File: src/rtl/dec8_rr_arbiter.sv
// Round-robin arbiter owning the select/enable of a 3-to-8 decoder; one-hot grant on Y.
// One cycle request-to-grant, grant held until DONE, withdrawal or the MAX_HOLD limit.
module dec8_rr_arbiter #(
   parameter int unsigned MAX_HOLD = 15
) (
   input  logic       clk,
   input  logic       rst,
   input  logic [7:0] REQ,
   input  logic       DONE,
   output logic [2:0] A,
   output logic       EN,
   output logic [7:0] Y,
   output logic       TOUT
);

   typedef enum logic {
      IDLE,
      GRANT
   } state_t;

   localparam logic [7:0] HOLD_LIM = 8'(MAX_HOLD);
   localparam bit         HOLD_ON  = (MAX_HOLD != 0);

   state_t     state;
   state_t     state_nxt;
   logic [2:0] ptr;
   logic [2:0] ptr_nxt;
   logic [7:0] cnt;
   logic [7:0] cnt_nxt;
   logic [2:0] a_nxt;
   logic       en_nxt;
   logic       tout_nxt;
   logic [2:0] pick;
   logic       hold_hit;
   logic       withdrawn;
   logic       release_now;

   // Scan from furthest to nearest so the nearest set bit at or after ptr wins.
   always_comb begin
      pick = ptr;
      for (int k = 7; k >= 0; k--) begin
         if (REQ[ptr + 3'(k)]) begin
            pick = ptr + 3'(k);
         end
      end
   end

   assign hold_hit    = HOLD_ON && (cnt == HOLD_LIM);
   assign withdrawn   = !REQ[A];
   assign release_now = DONE || withdrawn || hold_hit;

   always_comb begin
      state_nxt = state;
      a_nxt     = A;
      en_nxt    = EN;
      tout_nxt  = 1'b0;
      ptr_nxt   = ptr;
      cnt_nxt   = cnt;
      case (state)
         IDLE: begin
            if (|REQ) begin
               a_nxt     = pick;
               en_nxt    = 1'b1;
               cnt_nxt   = 8'd1;
               state_nxt = GRANT;
            end
         end
         GRANT: begin
            if (release_now) begin
               en_nxt    = 1'b0;
               state_nxt = IDLE;
               ptr_nxt   = A + 3'd1;
               cnt_nxt   = 8'd0;
               // A timeout is only flagged when the limit was the sole reason.
               tout_nxt  = hold_hit && !DONE && !withdrawn;
            end else if (cnt != 8'hFF) begin
               cnt_nxt = cnt + 8'd1;
            end
         end
         default: begin
            state_nxt = IDLE;
            en_nxt    = 1'b0;
         end
      endcase
   end

   always_ff @(posedge clk) begin
      if (rst) begin
         state <= IDLE;
         A     <= 3'd0;
         EN    <= 1'b0;
         TOUT  <= 1'b0;
         ptr   <= 3'd0;
         cnt   <= 8'd0;
      end else begin
         state <= state_nxt;
         A     <= a_nxt;
         EN    <= en_nxt;
         TOUT  <= tout_nxt;
         ptr   <= ptr_nxt;
         cnt   <= cnt_nxt;
      end
   end

   assign Y = EN ? (8'b1 << A) : 8'h00;

endmodule

File: config.mk
export PLATFORM = sky130hd
export DESIGN_NAME = dec8_rr_arbiter
export DESIGN_NICKNAME = d
export VERILOG_FILES = /design/src/rtl/dec8_rr_arbiter.sv
export SDC_FILE = /design/constraint.sdc
export NUM_CORES = 1
export LEC_CHECK = 0
export ABC_AREA = 1
export BUFFER_PORTS_ARGS = -buffer_cell sky130_fd_sc_hd__buf_2
export CAP_MARGIN = 20
export CORE_MARGIN = 2
export CORE_UTILIZATION = 39
export DETAILED_ROUTE_END_ITERATION = 12
export PLACE_DENSITY = 0.61
export SYNTH_ARGS = -nofsm -noshare
export SYNTH_HDL_FRONTEND = slang
export SYNTH_SLANG_ARGS = --single-unit
File: constraint.sdc
create_clock -name clk -period 2.1 [get_ports clk]
set_input_delay 0.21 -clock clk [delete_from_list [all_inputs] [get_ports clk]]
set_output_delay 0.21 -clock clk [all_outputs]
set_load 0.02 [all_outputs]
Yosys cells after proc, flatten, opt, wreduce, memory -nomap -nowiden. Cells that the tools add are included.

Flip-flop bits (word level): 17.

Reductions and logical operators: 12. Shift operators: 1. Equal/unequal tests: 5. Bitwise gates (word level): 2. Magnitude comparators: 9. Multiplexer cells: 37. Add/subtract/negate cells: 9.

Operator list (count): 3-bit by 4-bit < comparator with 1-bit output (second input constant) (9); 8-bit 2-to-1 mux (4); 1-bit binary-select mux with 3-bit select (9); 3-bit 2-to-1 mux (8); 8-bit case mux with 2 select lines (1); 1-bit 2-to-1 mux (13); 3-bit adder (second input constant) (4); 8-bit by 1-bit adder with 8-bit output (second input constant) (1); 8-bit by 4-bit equality test with 1-bit output (second input constant) (1); 8-bit != test (second input constant) (1); 2-bit AND reduction (4); 8-bit OR reduction (1); 1-bit by 3-bit << shifter with 8-bit output (first input constant) (1); 3-bit by 1-bit adder with 3-bit output (second input constant) (2); 3-bit by 2-bit adder with 3-bit output (second input constant) (2); 1-bit case mux with 2 select lines (2); 3-bit by 1-bit != test with 1-bit output (second input constant) (1); 3-bit OR reduction (1); 1-bit logical AND (2); 1-bit logical NOT (2); 1-bit logical OR (2); 2-bit by 1-bit != test with 1-bit output (second input constant) (1); 2-bit != test (second input constant) (1); 1-bit NOT (2).

Longest topological paths before layout.
Depth in word-level cells: 11. Depth in mapped cells: 19. Gate-level depth less buffers: 19.

Worst setup path before layout. No wires, ideal clock.

Path type: reg-to-reg. Start point: reg ptr[1]. End point: reg A[0]. Path slack: 0.283 ns. Arrival time: 1.708 ns. Library setup time: 0.109 ns. Stages on the path, launching flop included: 18. Path through: dfxtp_1 inv_1 ha_1 inv_1 nand3_1 nand3_1 nand2_1 inv_1 nand2_1 nand2_1 nand2_1 nand2_1 nand2_1 nand2_1 nand2_1 nand3_1 nand2_1 inv_1.

Cells in the longest elaborated chain, start to end: 11.

Ends and longest elaborated chain: from (decl) (line 26) `logic [2:0] ptr;`; from (signal assigned) (line 100) `ptr <= ptr_nxt;`; 3-bit adder (line 42) `if (REQ[ptr + 3'(k)]) begin`; 1-bit binary-select mux with 3-bit select (line 42); 1-bit 2-to-1 mux (implied by the code) (line 42); 3-bit 2-to-1 mux (7 in series) (line 42); 3-bit 2-to-1 mux * (line 42); to (signal assigned) (line 97) `A <= a_nxt;`; to (decl) (line 10) `output logic [2:0] A,`.

Every way passes the cells marked *; elsewhere a longest branch is shown, timed or not. The select of a mux whose other input is x is not followed. A chain may end at the register's enable or synchronous reset.

Worst setup path in the final report.
Start point: reg cnt[0]. End point: reg cnt[1].

Cells in the longest elaborated chain, start to end: 4.

Ends and longest elaborated chain: from (decl) (line 28) `logic [7:0] cnt;`; from (signal assigned) (line 101) `cnt <= cnt_nxt;`; 8-bit by 1-bit adder with 8-bit output / 8-bit by 4-bit equality test with 1-bit output (equally long branches) (line 77, 48); 8-bit 2-to-1 mux / 1-bit logical OR (equally long branches) (line 76, 50); 8-bit 2-to-1 mux / 3-bit by 1-bit != test with 1-bit output (equally long branches); 8-bit case mux with 2 select lines / 2-bit AND reduction (equally long branches).

Several ways; a longest one is shown, not always the timed one. The select of a mux whose other input is x is not followed.

==> metrics.md <==
| Metric | Value |
|---|---|
| Vias in the first global route | `about 1700` |
| CP delay by family, top | `simple AND/OR/NAND/NOR gates` |
| Post-synth EDFFs | `0` |
| Pre-CTS setup slack | `between 100 and 150 ps` |
| Die area | `4782 um2` |
| RSZ-0062 raised after global routing | `false` |
| Pwr/cell area | `836.5 nW/um2` |
| Non-Filler Cell Area, Final | `1924 um2` |
| GRT Total Usage | `~17%` |
| Remaining global-route overflow | `0` |
| Synth unique cells | `29` |
| CP required | `2250 ps` |
| Post-synthesis sequential area ratio | `a little over 20%` |
| Worst clock skew | `about 3.7 ps` |
| Worst hold slack | `161.4 ps` |
| # rows | `23` |
| VDD IR-drop max | `0.5865 mV` |
| Area of placed instances | `1838 um2` |
| Clk root buf | `clkbuf_8` |
| Tcrit/Tclk final | `89.00%` |
| Worst path cell trace | `ha_1, nand2_1, nor2_2, inv_1, nor3_1, nand3_1, nand2_4, inv_6, nand3_4, nand2_8, o21ai_1, nor2_1` |
| Post-CTS Repair Setup Buffers | `0` |
| Ys Warns | `0` |
| Hold-fix buffers, CTS | `0` |
| Post-synth top cells | `nand2_1, nand3_1, inv_1` |
| Die W | `~70 um` |
| Setup WS post-layout | `between 200 and 250 ps` |
| Crit. End Element | `flip-flop` |
| Ranking of synthesized cells by area | `dfxtp_1, nand2_1, nand3_1` |
| Drc violations | `0` |
| TritonCTS clock tree | `yes` |
| Via count | `1805` |
| Initial Utilization | `between 40% and 50%` |
| Buf/Inv on CP | `2` |
| Placed insts | `approximately 340` |
| Clk_lat worst skew | `250 ps` |
| CTS H-tree depth | `1` |
| Initial DRT Pass Iterations | `4` |
| Diode count | `0` |
| Worst Hold Class | `in2reg` |
| Hold Violations, Final | `0` |
| Num CTS Buffers | `3` |
| Fill count | `443` |
| First-pass GRT wire length | `6.913 mm` |
| Power, Total | `approximately 1.6 mW` |
| Max cap viols | `0` |
| Max incr delay on CP | `a little over 400 ps` |
| Num ports | `24` |
| Num Clock Sinks | `17` |
| Hpwl dp | `3.220 mm` |
| Initial antenna violation count | `0` |
| CP Class | `reg2reg` |
| Clock tree buffer depth | `2` |
| Worst rel slew slack | `between 70% and 80%` |
| Drt initial violations | `99` |
| Clk pin slew, worst setup/hold paths | `70 ps` |
| Worst-margin pin slew | `approximately 360 ps` |
| Drt total wl | `4.108 mm` |
| Critical path's slowest cell | `dfxtp_1` |
| Nets | `between 300 and 400` |
| Synth area leader | `dfxtp_1` |
| Core box area | `4029 um2` |
| Most common cell in the netlist | `nand2_1` |
| Die Height | `69.15 um` |
| Peak Freq | `about 540 MHz` |
| Crit Path Max Fanout | `8` |
| Seq cells post-synth | `17` |
| TNS Setup | `0 ps` |
| Pleak | `0.9498 nW` |
| Ys flop type | `dfxtp_1` |
| Setup Viol. Count Final | `0` |
| Synth top area share | `20.56%` |
| Pin count of the biggest net entering global routing | `13` |
| Synthesized net count | `290` |
| Layout area overhead | `16.25%` |
| Avg Vias per Cell | `5.187` |
| FFs w/ async S/R, synth | `0%` |
| DR WL/cell | `around 12 um` |
| Avg Inst Size Synth | `a little over 6 um2` |
| Number of port buffers | `23` |
| Outcome | `complete, no violations` |
| Non-Filler Instances | `348` |
| Post-DRT Antenna Nets | `0` |
| Post-CTS sizing | `0` |
| Post-Synthesis Cell Area | `1655 um2` |
| Slew Limit Fails | `0` |
| Final Core Density | `~48%` |
| Crit start category | `flip-flop` |
| Cells after Synth | `270` |
| Worst path arrival time | `2020 ps` |
| GPL Wtd Cong | `0.8825` |
| Final min period | `1869 ps` |
| Share of cells above drive strength 1 | `21.81%` |
==> registers in the layout, indices dropped and copies added, names as in the netlist <==
name   flops
cnt        8
A          3
ptr        3
EN         1
TOUT       1
state      1
==> layer usage <==
layer / global-route usage, % / wire length, um / up-vias
li1: - / - / 937
met1: 21.76 / 1921 / 824
met2: 30.02 / 1953 / 38
met3: 2.778 / 169 / 6
met4: 5.229 / 63 / 0
met5: 0 / 0 / -
==> final timing paths <==
| kind | depth (start not counted) | endpoint | slack (ps) | startpoint |
|---|---|---|---|---|
| worst max-delay path | 12 | cnt[1] | 230 | cnt[0] |
| worst min-delay path | 2 | TOUT | 160 | DONE |
| worst max register to register | 12 | cnt[1] | 230 | cnt[0] |
| worst min register to register | 2 | cnt[3] | 500 | cnt[3] |
==> worst reg2reg max path: cells and delay by family, from the launching register on <==
family                     cells  cell delay [ps]
DFF                            1              410
adders and majority gates      1              180
and+or+nand+nor                8              920
AOI/OAI and AO/OA              1              140
buffers and inverters          2              130
==> power breakdown <==
| part | internal [mW] | switching [mW] |
|---|---|---|
| registers | 0.355 | 0.0486 |
| logic | 0.339 | 0.617 |
| clock network | 0.132 | 0.118 |
| total | 0.826 | 0.783 |
==> cell type report <==
type / count / area (um2) / share of cell area [%]
clock buffer: 3 / 41.29 / 2.146
sequential: 17 / 340.3 / 17.69
multi-input combinational: 209 / 1164 / 60.47
tap: 50 / 62.56 / 3.251
inverter: 39 / 151.4 / 7.867
timing repair buffer: 29 / 160.2 / 8.322
clock inverter: 1 / 5.005 / 0.2601
==> cells by family after synthesis <==
logic type	Yosys count	share of synthesized area, %
compound gates	35	12.24
xor+xnor	6	3.175
fa+ha+maj	9	6.803
buf+inv	44	11.56
flops	17	20.56
simple gates	159	45.65
==> layout by cell type, fill, tap and decap left out, drive strengths merged <==
master / instances
nand2: 75
nand3: 48
inv: 39
buf: 29
a21oi: 22
nor2: 21
dfxtp: 17
o21ai: 12
ha: 9
nor3: 6
xor2: 5
nand4: 4
nor4: 3
clkbuf: 3
xnor2: 1
and2: 1
a31oi: 1
or2: 1
clkinv: 1
Note: power is estimated with default switching activity, not from simulation.
